`src/rtl/lfsr_rng.sv`:
```
// Parametrised Fibonacci LFSR word generator with valid/ready output, runtime seeding and sticky overrun.
// Define LFSR_RNG_RANGE_EN to add the `limit` port that rejects completed words >= limit.
module lfsr_rng #(
   parameter int               WIDTH = 13,
   parameter logic [WIDTH-1:0] TAPS  = 13'h100D,
   parameter logic [WIDTH-1:0] SEED  = '1
) (
   input  logic             clock,
   input  logic             reset,
   input  logic             enable,
   input  logic             seed_load,
   input  logic [WIDTH-1:0] seed_in,
   output logic [WIDTH-1:0] rnd,
   output logic             rnd_valid,
   input  logic             rnd_ready,
`ifdef LFSR_RNG_RANGE_EN
   input  logic [WIDTH-1:0] limit,
`endif
   output logic             overrun
);

   localparam int             CW   = $clog2(WIDTH);
   localparam logic [CW-1:0]  LAST = CW'(WIDTH - 1);

   logic [WIDTH-1:0] lfsr;
   logic [WIDTH-1:0] lfsr_next;
   logic [CW-1:0]    count;
   logic             fb;
   logic             wrap;
   logic             complete;
   logic             eligible;
   logic             transfer;

   // A word completes on the shift that wraps the counter; the word is the post-shift state.
   always_comb begin
      fb        = ^(lfsr & TAPS);
      lfsr_next = {lfsr[WIDTH-2:0], fb};
      wrap      = (count == LAST);
      complete  = enable && !seed_load && wrap;
      transfer  = rnd_valid && rnd_ready;
`ifdef LFSR_RNG_RANGE_EN
      eligible  = complete && (lfsr_next < limit);
`else
      eligible  = complete;
`endif
   end

   always_ff @(posedge clock) begin
      if (reset) begin
         lfsr      <= SEED;
         count     <= '0;
         rnd       <= '0;
         rnd_valid <= 1'b0;
         overrun   <= 1'b0;
      end else begin
         // A zero seed would lock the register up, so fall back to SEED.
         if (seed_load) begin
            lfsr  <= (seed_in == '0) ? SEED : seed_in;
            count <= '0;
         end else if (enable) begin
            lfsr  <= lfsr_next;
            count <= wrap ? '0 : count + 1'b1;
         end

         if (eligible) begin
            if (!rnd_valid || rnd_ready) begin
               rnd       <= lfsr_next;
               rnd_valid <= 1'b1;
            end else begin
               overrun   <= 1'b1;
            end
         end else if (transfer) begin
            rnd_valid <= 1'b0;
         end
      end
   end

endmodule

```
`config.mk`:
```
export PLATFORM = sky130hd
export DESIGN_NAME = lfsr_rng
export DESIGN_NICKNAME = d
export VERILOG_FILES = /design/src/rtl/lfsr_rng.sv
export SDC_FILE = /design/constraint.sdc
export NUM_CORES = 1
export LEC_CHECK = 0
export ABC_AREA = 0
export BUFFER_PORTS_ARGS = -buffer_cell sky130_fd_sc_hd__buf_2
export CORE_MARGIN = 10
export CORE_UTILIZATION = 56
export CTS_CLUSTER_SIZE = 24
export DETAILED_ROUTE_END_ITERATION = 10
export GPL_TIMING_DRIVEN = 0
export PLACE_DENSITY = 0.85
export SLEW_MARGIN = 0
export SYNTH_ARGS = -nofsm -noshare
export SYNTH_HDL_FRONTEND = slang
export SYNTH_SLANG_ARGS = --single-unit
```
`constraint.sdc`:
```
create_clock -name clock -period 4.9 [get_ports clock]
set_input_delay 0.735 -clock clock [delete_from_list [all_inputs] [get_ports clock]]
set_output_delay 0.735 -clock clock [all_outputs]
set_load 0.1 [all_outputs]
```
=== Word level (Yosys, flattened, before mapping) ===
Index checks and enable logic that the tools add are counted.

* $add $sub $neg: 1
* Multipliers: 0
* Divide/modulo/power cells: 0
* $lt $le $gt $ge: 0
* Equal/unequal tests: 2
* Shift operators: 0
* Multiplexer cells: 7
* Bitwise gates (word level): 1
* Reductions and logical operators: 14

{| class="wikitable"
|+ Operators by type and width
! kind !! number
|-
| $mux 13 || 3
|-
| $logic_not 13->1 || 1
|-
| $reduce_xor 13->1 || 1
|-
| $reduce_and 2->1 || 3
|-
| $add 4x1->4 const B || 1
|-
| $eq 4x4->1 const B || 1
|-
| $mux 4 || 1
|-
| $reduce_bool 2->1 || 2
|-
| $logic_and 1x1->1 || 3
|-
| $mux 1 || 3
|-
| $logic_not 1->1 || 2
|-
| $ne 2x1->1 const B || 1
|-
| $reduce_or 2->1 || 1
|-
| $logic_or 1x1->1 || 1
|-
| $not 1->1 || 1
|}

* Register bits after elaboration: 32
* Bits in latches: 0
* Bits in writable memories: 0
* ROM bits: 0
* Input port bits: 18
* Output and inout port bits: 15
* Word-level logic and storage cells: 30
* Memories: 0

=== Depth between registers and ports, before layout ===
Gate-level depths: netlist (run 1).

* Depth in word-level cells: 5
* Gate-level depth with buffers: 7
* Gate-level depth less buffers: 6

=== Worst setup path before layout (run 1) ===
Ideal clock, no wire load.

* Path type: register -> register
* Start point: register rnd_valid
* End point: register rnd[2]
* Setup time: 0.128 ns
* Arrival time: 1.778 ns
* Required time: 4.772 ns
* Slack: 2.995 ns
* Cell stages (with the launch flop): 6
* Path buffers: 1
* Clock period less this slack: 1.905 ns
* Cells stage by stage: dfxtp_1 > nor2b_4 > nor4_4 > buf_6 > mux2i_1 > nor2_1

* Longest elaborated chain between the ends: 3

{| class="wikitable"
|+ Ends and longest elaborated chain
! item !! line !! text
|-
| start, declared || 14 || <nowiki>output logic rnd_valid,</nowiki>
|-
| start signal, assigned || 53 || <nowiki>rnd_valid <= 1'b0;</nowiki>
|-
| start signal, assigned || 68 || <nowiki>rnd_valid <= 1'b1;</nowiki>
|-
| start signal, assigned || 73 || <nowiki>rnd_valid <= 1'b0;</nowiki>
|-
| $logic_not 1->1 || 66 || <nowiki>if (!rnd_valid || rnd_ready) begin</nowiki>
|-
| $logic_or 1x1->1 || 66 ||
|-
| $reduce_and 2->1 (no source line) || n/a ||
|-
| end signal, assigned || 67 || <nowiki>rnd <= lfsr_next;</nowiki>
|-
| end, declared || 13 || <nowiki>output logic [WIDTH-1:0] rnd,</nowiki>
|}

No other way between the ends.
A chain may end at the register's enable or synchronous reset.

=== Final worst setup path (run 1) ===
* Start point: register count[0]
* End point: register rnd[5]

* Longest elaborated chain between the ends: 3

{| class="wikitable"
|+ Ends and longest elaborated chain
! item !! line !! text
|-
| start, declared || 27 || <nowiki>logic [CW-1:0] count;</nowiki>
|-
| start signal, assigned || 62 || <nowiki>count <= wrap ? '0 : count + 1'b1;</nowiki>
|-
| $eq 4x4->1 || 38 || <nowiki>wrap = (count == LAST);</nowiki>
|-
| $logic_and 1x1->1 || 39 || <nowiki>complete = enable && !seed_load && wrap;</nowiki>
|-
| $reduce_and 2->1 (no source line) || n/a ||
|}

No other way between the ends.

==> results.md, run 1 <==
* Setup TNS at 0 ns
* Dpl cells at 194
* Peak Freq at 523 MHz
* Die Width at 70.1 um
* Final core occ at 68.9%
* Drt pass-1 iters at 4
* Hold-fix buffers at CTS at 0
* Final Cell Area at approximately 1700 um^2
* Post-CTS Setup Bufs at 0
* Area grow syn2layout at 19.0%
* PD cells at 312 nW/um^2
* Worst R2R Path Depth at 7
* Crit Path Class: flop to flop
* Hold Crit Start: overrun
* Wire length per cell at ~16 um
* Initial antenna violation count at 0
* # IOs at 33
* R2R setup slack at 2.99 ns
* Sequential-to-total area share from yosys stat at 45.5%
* Crit path max fanout at 10
* Critical-path cell list: inv_1 -> ha_1 -> nand2_2 -> nor4_4 -> buf_6 -> mux2i_1 -> nor2_1
* Hold Fails Final Rpt at 0
* Layout Skew at between 0.009 and 0.01 ns
* Row count at 18
* Final Non-Filler Cells at 202
* Reg2reg end: rnd[5]
* Avg Cell Area, Syn at 10.5 um^2
* Die Y at 70.1 um
* Post-synth EDFFs at 0
* H-tree depth at 2
* CP startpoint kind: flop
* Hold Path Depth at 2
* Async SR Flop Fraction at 0%
* DRC Markers at 0
* Vias in the first global route at 1155
* Syn Nets at 154
* Area of the mapped netlist at 1410 um^2
* Ant diodes at 0
* MaxCap Viol Count at 0
* Clock latency on the worst-skew pair at between 0.3 and 0.4 ns
* Global-route wire length before repair at 5330 um
* TritonCTS Sinks at 32
* Leakage at 0.727 nW
* Largest net degree at the start of global routing at 12
* Slew @ Worst Pin at 0.531 ns
* Initial DRC Count at 46
* Crit Reg-Reg Startpoint: count[0]
* Share of layout cells above drive strength 1 at 29.1%
* Int Power at 400 uW
* CP required at ~5.1 ns
* Status: finished, final reports clean
* Nets@finish at 191
* Clk slew on worst S/H paths at 0.10 ns
* P_sw at 123 uW
* Drt total wl at 3220 um
* Initial Utilization at 57.9%
* Crit path buf inv count at 2
* Min Tclk post-route at 1.91 ns
* CTS Buffer Depth at 2
* CP max stage delay at 0.48 ns
* CP delay by family, top: simple AND/OR/NAND/NOR gates
* Clock share of power at 37.8%
* Hold path endpoint: overrun
* Detailed placement HPWL at between 2000 and 2500 um
* Die area at 4920 um^2
* CP endpoint kind: flop
* Vias at between 1000 and 1500
* Gr ovfl total at 0
* GP Congestion at 0.782
* Seq pwr share at 52.6%
* Clock Tree Root: clkbuf_4
* Netlist cell types at 34
* Combinational power share at 9.6%
* Worst IR Drop VDD at between 200 and 300 uV
* Seq cells post-synth at 32
* Hold/Removal Path Class: flop to flop
* DRT antenna net count at 0
* CTS Buf Count at 5
* Ratio of final minimum period to clock period at 39.1%
* Most frequent cells in the layout: buf_2 (32), dfxtp_1 (32), mux2i_1 (24)
* CORE AREA at between 2000 and 2500 um^2
* Final setup vio count at 0
* Post-Syn Instances at 134
* Ys flop type: dfxtp_1
* Yosys Warn Count at 0
* Switch share at 23.5%
* RSZ-0062 raised after global routing: false
* CTS tree: yes
* Total power at around 520 uW
* Slew headroom at 64.3%
* IO Port Bufs at 30
* Placement Cell Area at roughly 1600 um^2
* Total track usage at 13.3%
* Fin. max-slew vios at 0
* Detail-routed via count per cell at 5.57
* CP Data Arrival Time at 2.12 ns
* Slowest CP cell: nor4_4
* Post-CTS sizing at 0
## stage by stage
stage / setup WS, ns / hold slack [ns]
global route: 2.86 / 0.526
detailed placement: 2.82 / 0.473
floorplan: 2.99 / 0.478
CTS: 2.99 / 0.498
global placement: 2.84 / 0.451
finish: 2.99 / 0.487
## synth_stat cells, types with 2 or more instances
| cell type | number | area, um^2 |
|---|---|---|
| clkbuf_1 | 3 | 11.3 |
| inv_1 | 3 | 11.3 |
| a21oi_1 | 5 | 25.0 |
| buf_6 | 2 | 22.5 |
| a211oi_1 | 2 | 15.0 |
| ha_1 | 2 | 25.0 |
| nor4_1 | 2 | 12.5 |
| nor3_1 | 2 | 10.0 |
| mux2i_1 | 24 | 240 |
| o21ai_0 | 2 | 10.0 |
| o21bai_1 | 2 | 15.0 |
| a2bb2oi_1 | 11 | 96.3 |
| buf_2 | 2 | 10.0 |
| nand2_2 | 2 | 12.5 |
| nor2_1 | 19 | 71.3 |
| dfxtp_1 | 32 | 641 |
| nor3b_1 | 2 | 15.0 |
## worst register-to-register path, stage by stage (launching register included)
cell and delay, ns:
dfxtp_1 0.34, inv_1 0.10, ha_1 0.25, nand2_2 0.10, nor4_4 0.48, buf_6 0.25, mux2i_1 0.20, nor2_1 0.06
## metal layers
| layer | GRT usage (%) | wire (um) |
|---|---|---|
| met5 | 0 | 0 |
| met4 | 6.80 | 73 |
| met3 | 5.37 | 225 |
| met2 | 21.7 | 1560 |
| met1 | 14.4 | 1360 |
## final cells by class
type / count / area [um^2]
Buffer: 8 / 51.3
Clock buffer: 5 / 37.5
Clock inverter: 3 / 42.5
Fill cell: 198 / 757
Inverter: 3 / 11.3
Multi-Input combinational cell: 91 / 704
Sequential cell: 32 / 641
Tap cell: 30 / 37.5
Timing Repair Buffer: 30 / 150
## logic make-up (layout without fill, tap and decap cells)
| logic type | after synthesis | after routing | share of synthesized area (%) |
|---|---|---|---|
| flops | 32 | 32 | 45.5 |
| simple gates | 38 | 38 | 15.5 |
| xor+xnor | 3 | 3 | 2.93 |
| buf+inv | 11 | 49 | 4.44 |
| compound gates | 24 | 24 | 12.8 |
| mux | 24 | 24 | 17.1 |
| fa+ha+maj | 2 | 2 | 1.78 |
## sequential cells by signal, summed over array words and instances (netlist names)
register,count
overrun,1
count,4
rnd,13
rnd_valid,1
lfsr,13
## power by group through the flow
stage,registers (mW),clock network [mW],logic [mW]
2_1_floorplan,0.279,0,0.0357
3_3_place_gp,0.280,0,0.0480
3_5_place_dp,0.281,0,0.0497
4_1_cts,0.275,0.203,0.0501
5_1_grt,0.277,0.213,0.0549
6_report,0.275,0.198,0.0502
## how the worst max path moves through the flow
stage | startpoint | endpoint | cells past startpoint
after floorplan | rnd_valid | rnd[2] | 5
after detailed placement | seed_in[0] | lfsr[12] | 6
final | count[0] | rnd[5] | 7
after global routing | count[0] | rnd[5] | 7
after global placement | seed_in[0] | lfsr[8] | 6
after CTS | count[0] | rnd[5] | 7
Note: power is estimated with default switching activity, not from simulation.
==> run 2: changes to the inputs <==
- ABC_AREA: 0 -> 1
- CORE_ASPECT_RATIO: not set -> 2
- CORE_UTILIZATION: 56 -> 53
- PLACE_DENSITY: 0.85 -> 0.8
- clock period: 4.9 -> 1.9 ns (I/O delays scaled with it)
==> run 2 against run 1 <==
  * Routed wire length grew 11%
  * Register-to-register slack lost 2.5 ns
  * Final cell count grew 49%
  * Non-clock buffer count up 3
  * Die area up 17%
  * Design area up 13%
  * Clock skew shrank 0.0045 ns
  * Global-route usage fell by 0.20 points
  * Power increased to 2.9 times the previous value
  * Count of clock-buffer cells in the layout increased by 1
==> results.md, run 2 <==
* Layout Skew at 0.00486 ns
* Fill cell count at 305
* CTS Buf Count at 5
* Area grow syn2layout at 18.5%
* Initial antenna violation count at 0
* Crit Reg-Reg Startpoint: count[1]
* Ys flop type: dfxtp_1
* Most frequent cells in the layout: nand2_1 (77), buf_2 (33), dfxtp_1 (32)
* Wire length per cell at 11.9 um
* CP Data Arrival Time at 1.54 ns
* CTS Buffer Depth at 2
* Die area at 5740 um^2
* Netlist cell types at 25
* Ant diodes at 0
* Largest net degree at the start of global routing at 11
* Sequential-to-total area share from yosys stat at around two fifths
* CP delay by family, top: flip-flops
* Hold/Removal Path Class: primary input to flop
* Initial DRC Count at 21
* Top cells by count, synth: nand2_1 (77), dfxtp_1 (32), inv_1 (27)
* Async SR Flop Fraction at 0%
* Share of layout cells above drive strength 1 at 26.3%
* Peak Freq at 716 MHz
* Leakage at 0.949 nW
* Clock latency on the worst-skew pair at 0.28 ns
* CORE AREA at 2940 um^2
* DRT antenna net count at 0
* # IOs at 33
* Status: finished, final reports clean
* Setup TNS at 0 ns
* Nets@finish at around 290
* Reg2reg end: rnd[8]
* Min Tclk post-route at 1.40 ns
* Yosys Warn Count at 0
* RSZ-0062 raised after global routing: false
* Drt pass-1 iters at 4
* Slew @ Worst Pin at 0.690 ns
* Die Y at 97.6 um
* Critical Path End: rnd[8]
* Row count at 28
* CP max stage delay at between 0.4 and 0.5 ns
* GP Congestion at 0.783
* Post-synth top area cell: dfxtp_1
* Worst IR Drop VDD at 662 uV
* Drt total wl at 3570 um
* MaxCap Viol Count at 0
* Worst R2R Path Depth at 9
* Crit path max fanout at 10
* Seq cells post-synth at 32
* Top Registers: lfsr x13, rnd x13, count x4
* Fin. max-slew vios at 0
* Post-synth top area share at 40.2%
* Fin Hold WS at 0.275 ns
* Clock Tree Root: clkbuf_8
* Most common cell in the netlist: nand2_1
* Final setup vio count at 0
* Die Width at ~60 um
* Critical path origin: count[1]
* DRC Markers at 0
* CP startpoint kind: flop
* TritonCTS Sinks at 32
* Post-Syn Instances at 232
* CTS tree: yes
* Crit path buf inv count at 3
* Final core occ at 64.2%
* Hold Fails Final Rpt at 0
* Hold-fix buffers at CTS at 0
* Critical-path cell list: inv_1 -> ha_1 -> nand3_2 -> nor2_4 -> nand2_4 -> clkinv_2 -> buf_8 -> nand2_2 -> a21oi_2
* Cell depth of the worst setup path at 9
* Total track usage at 13.1%
* Vias at between 1000 and 1500
* Ratio of final minimum period to clock period at 73.5%
* CP endpoint kind: flop
* Post-CTS Setup Bufs at 0
* R2R setup slack at 0.50 ns
* H-tree depth at 2
* Gr ovfl total at 0
* Detailed placement HPWL at 2820 um
* Post-synth EDFFs at 0
* Slew headroom at 54.0%
* Slowest CP cell: dfxtp_1
* Clk slew on worst S/H paths at 0.07 ns
* Synth area leaders: dfxtp_1 (40%), nand2_1 (18%), inv_1 (6.4%)
* Detail-routed via count per cell at 4.95
* CP required at 2.04 ns
* Post-CTS sizing at 0
* Commonest non-fill, non-tap cell in the layout: nand2_1
* Syn Nets at ~250
* PD cells at 792 nW/um^2
* IO Port Bufs at 30
* Area of the mapped netlist at 1600 um^2
* Crit Path Class: flop to flop
* Initial Utilization at 54.2%
* Avg Cell Area, Syn at 6.88 um^2
* Global-route wire length before repair at 6160 um
* Vias in the first global route at roughly 1500
==> run 2: cell types whose count changed after synthesis, moves of 4 or more <==
| cell | delta |
|---|---|
| mux2i_1 | -24 |
| nand3_1 | +11 |
| a21oi_1 | +12 |
| a2bb2oi_1 | -11 |
| inv_1 | +24 |
| nand2_2 | +9 |
| o21ai_0 | +4 |
| nand2_1 | +76 |
| a21oi_2 | +10 |
==> run 2: cell families (layout without fill, tap and decap cells) <==
kind of cell    count (synthesis)  after routing  share of synthesized area, %
fa+ha+maj                       2              2                          1.57
buf+inv                        40             78                          11.1
xor+xnor                        1              1                         0.549
flops                          32             32                          40.2
simple gates                  123            123                          33.5
compound gates                 34             34                          13.1
==> run 2: where the power goes <==
group	internal (mW)	switching, mW	total [mW]
clock	0.389	0.239	0.627
combinational	0.0565	0.0908	0.147
sequential	0.696	0.0263	0.722
==> run 2: how the worst min path moves through the flow <==
| stage | cells after the start | startpoint | to | slack (ns) |
|---|---|---|---|---|
| global placement | 2 | overrun | overrun | 0.44 |
| CTS | 5 | seed_in[10] | lfsr[10] | 0.28 |
| detailed placement | 2 | overrun | overrun | 0.44 |
| global route | 4 | rnd_ready | overrun | 0.28 |
| floorplan | 2 | seed_load | lfsr[1] | 0.39 |
| finish | 4 | rnd_ready | overrun | 0.28 |
==> run 2: final cells by class <==
cell class	instances	area [um^2]	area share [%]
Tap cell	30	37.5	1.99
Timing Repair Buffer	30	150	7.94
Sequential cell	32	641	33.9
Buffer	11	67.6	3.57
Clock inverter	2	35.0	1.85
Inverter	29	110	5.82
Multi-Input combinational cell	160	777	41.1
Clock buffer	6	72.6	3.84
==> run 2: worst min-delay path: stages <==
cell	delay (ns)
buf_2	0.07
nor2_1	0.05
nand2_1	0.06
a21oi_1	0.05
==> run 2: layer usage <==
layer  GRT usage, %  routed length [um]
met1           11.1                1310
met2           24.1                1940
met3           4.45                 198
met4           7.46                 117
met5              0                   0
==> run 2: through the flow <==
step | power [mW] | cells | cell area (um^2) | setup slack [ns]
after floorplan | 0.834 | 232 | 1600 | 0.117
after global placement | 0.876 | 292 | 1780 | 0.545
after detailed placement | 0.881 | 292 | 1780 | 0.502
after CTS | 1.50 | 300 | 1890 | 0.489
after global routing | 1.56 | 300 | 1890 | 0.381
final | 1.50 | 300 | 1890 | 0.504
==> run 3: changes to the inputs <==
- ABC_AREA: 1 -> 0
- CORE_UTILIZATION: 53 -> 47
- PLACE_DENSITY: 0.8 -> 0.76
- clock period: 1.9 -> 1.2 ns (I/O delays scaled with it)
==> run 3 against run 2 <==
  * The flow now finishes with violations (setup timing)
  * Combinational power is 62% higher
  * Global-route usage rose by 0.74 points
  * Die area decreased by 0.37%
  * Register-to-register slack got worse by 0.78 ns
  * Critical path depth decreased by 1
  * Final cell count down 29%
  * Design area decreased by 0.93%
  * Sequential share of layout area up 0.98 points
  * Routed wire length increased by 3.5%
  * Via count shrank 22%
  * Sequential cell count unchanged
  * Largest cell class unchanged
==> results.md, run 3 (synthesized netlist as in run 1, its figures left out) <==
* Initial antenna violation count at 0
* Seq pwr share at 50.7%
* Die area at 5720 um^2
* DRC Markers at 0
* Layout Skew at roughly 0.0053 ns
* Slew @ Worst Pin at between 0.4 and 0.5 ns
* CTS Buffer Depth at 2
* CTS Buf Count at 5
* Vias in the first global route at 1285
* Gr ovfl total at 0
* Dpl cells at 194
* IO Port Bufs at 30
* Clock Tree Root: clkbuf_8
* Register area at 653 um^2
* Hold Fails Final Rpt at 0
* CP Data Arrival Time at 1.63 ns
* Drt pass-1 iters at 4
* Drt total wl at 3700 um
* Wire length per cell at around 17 um
* Status: complete, but fails checks
* Total track usage at 13.8%
* Combinational power share at 10.8%
* Final core occ at 64.4%
* CP endpoint kind: flop
* Fill cell count at 258
* GP Congestion at about 0.85
* Final Cell Area at 1870 um^2
* Setup WS pre-CTS at -0.723 ns
* CORE AREA at 2910 um^2
* Die Width at around 60 um
* Clock share of power at 38.5%
* Clock latency on the worst-skew pair at 0.29 ns
* Detailed placement HPWL at ~2800 um
* Initial DRC Count at 40
* Area grow syn2layout at 33.1%
* PnR worst setup slack at -0.276 ns
* Fin. max-slew vios at 0
* Vias at between 1000 and 1500
* Hold/Removal Path Class: primary input to flop
* Share of layout cells above drive strength 1 at 40.7%
* Initial Utilization at 48.4%
* CP max stage delay at 0.35 ns
* Final Non-Filler Cells at 212
* CP startpoint kind: flop
* Switch share at 24.3%
* Leakage at 0.799 nW
* Clk slew on worst S/H paths at 0.07 ns
* RSZ-0062 raised after global routing: true
* Violated checks: setup timing
* CP required at between 1 and 1.5 ns
* Global-route wire length before repair at roughly 6200 um
* Row count at 28
* Ratio of final minimum period to clock period at 123%
* Die Y at ~97 um
* Area of the multi-input gates at 744 um^2
* Final setup vio count at 17
* Largest net degree at the start of global routing at 11
* Slew headroom at 67.6%
* Peak Freq at 677 MHz
* Ant diodes at 0
* P_sw at approximately 540 uW
* Crit Path Class: flop to flop
* PD cells at 1180 nW/um^2
* Critical-path cell list: inv_4 -> ha_4 -> nand2_4 -> nor4_4 -> buf_4 -> buf_8 -> mux2i_2 -> nor2_1
* Nets@finish at 201
* H-tree depth at 2
* Total power at 2.21 mW
* MaxCap Viol Count at 0
* Int Power at 1.67 mW
* TritonCTS Sinks at 32
* Crit path max fanout at 5
* Worst IR Drop VDD at between 1000 and 1500 uV
* CTS tree: yes
* Top Registers: lfsr x13, rnd x13, count x4
* Placement Cell Area at around 1600 um^2
* Most frequent cells in the layout: dfxtp_1 (26), buf_4 (24), mux2i_1 (23)
* Commonest non-fill, non-tap cell in the layout: dfxtp_1
* # IOs at 33
* DRT antenna net count at 0
* Min Tclk post-route at 1.48 ns
* Detail-routed via count per cell at 5.46
* Slowest CP cell: dfxtp_4
run 3: cell types whose count changed in the layout (fill, tap and decap cells not counted), moves of 6 or more:
cell / before / now
a2bb2oi_1: 0 / 11
buf_2: 33 / 16
a21oi_1: 17 / 4
nand2_1: 77 / 1
mux2i_1: 0 / 23
inv_1: 27 / 1
nand3_1: 11 / 0
nand2_2: 11 / 1
a21oi_2: 10 / 1
dfxtp_1: 32 / 26
buf_4: 3 / 24
run 3: area by class of cell:
class	count	area share (%)
Timing Repair Buffer	40	14.4
Buffer	8	3.27
Sequential cell	32	34.9
Inverter	3	0.735
Clock buffer	6	4.41
Clock inverter	2	0.534
Tap cell	30	2.00
Multi-Input combinational cell	91	39.7
run 3: through the flow:
stage / TNS, ns / hold slack, ns
2_1_floorplan: -4.60 / 0.334
3_3_place_gp: -10.21 / 0.446
3_5_place_dp: -11.41 / 0.456
4_1_cts: -4.64 / 0.161
5_1_grt: -4.79 / 0.169
6_report: -3.28 / 0.165
run 3: power groups by stage:
| stage | clock network, mW | registers [mW] | logic [mW] |
|---|---|---|---|
| final | 0.852 | 1.12 | 0.238 |
| after global routing | 0.904 | 1.13 | 0.259 |
| after CTS | 0.855 | 1.12 | 0.228 |
| after detailed placement | 0 | 1.15 | 0.210 |
| after global placement | 0 | 1.14 | 0.201 |
| after floorplan | 0 | 1.14 | 0.149 |
run 3: path summary, 6_finish.rpt:
path / to / slack (ns) / start / cells past startpoint
max reg2reg: rnd[2] / -0.28 / count[1] / 8
min reg2reg: overrun / 0.48 / overrun / 2
min: lfsr[5] / 0.17 / seed_in[5] / 3
max: rnd[2] / -0.28 / count[1] / 8
run 3: routing by layer:
metal / global-route usage [%] / up-vias / routed length (um)
met1: 13.2 / 544 / 1280
met2: 24.7 / 29 / 2110
met5: 0 / - / 0
met3: 4.06 / 11 / 184
li1: - / 574 / -
met4: 7.28 / 0 / 119
run 3: worst max-delay path: cells and delay by family, from the launching register on:
kind,cells,cell delay [ns]
flip-flops,1,0.35
adder cells (fa/ha/maj),1,0.15
buffers and inverters,3,0.38
multiplexers,1,0.22
AND/OR/NAND/NOR,3,0.23
run 3: what timing repair did:
action                                  CTS  global route
endpoints found under the setup margin   41            26
gates resized for setup                  29             7
pin swaps                                 8             4
buffers inserted                          8             1
hold buffers                              0             0
gates cloned                              1             0
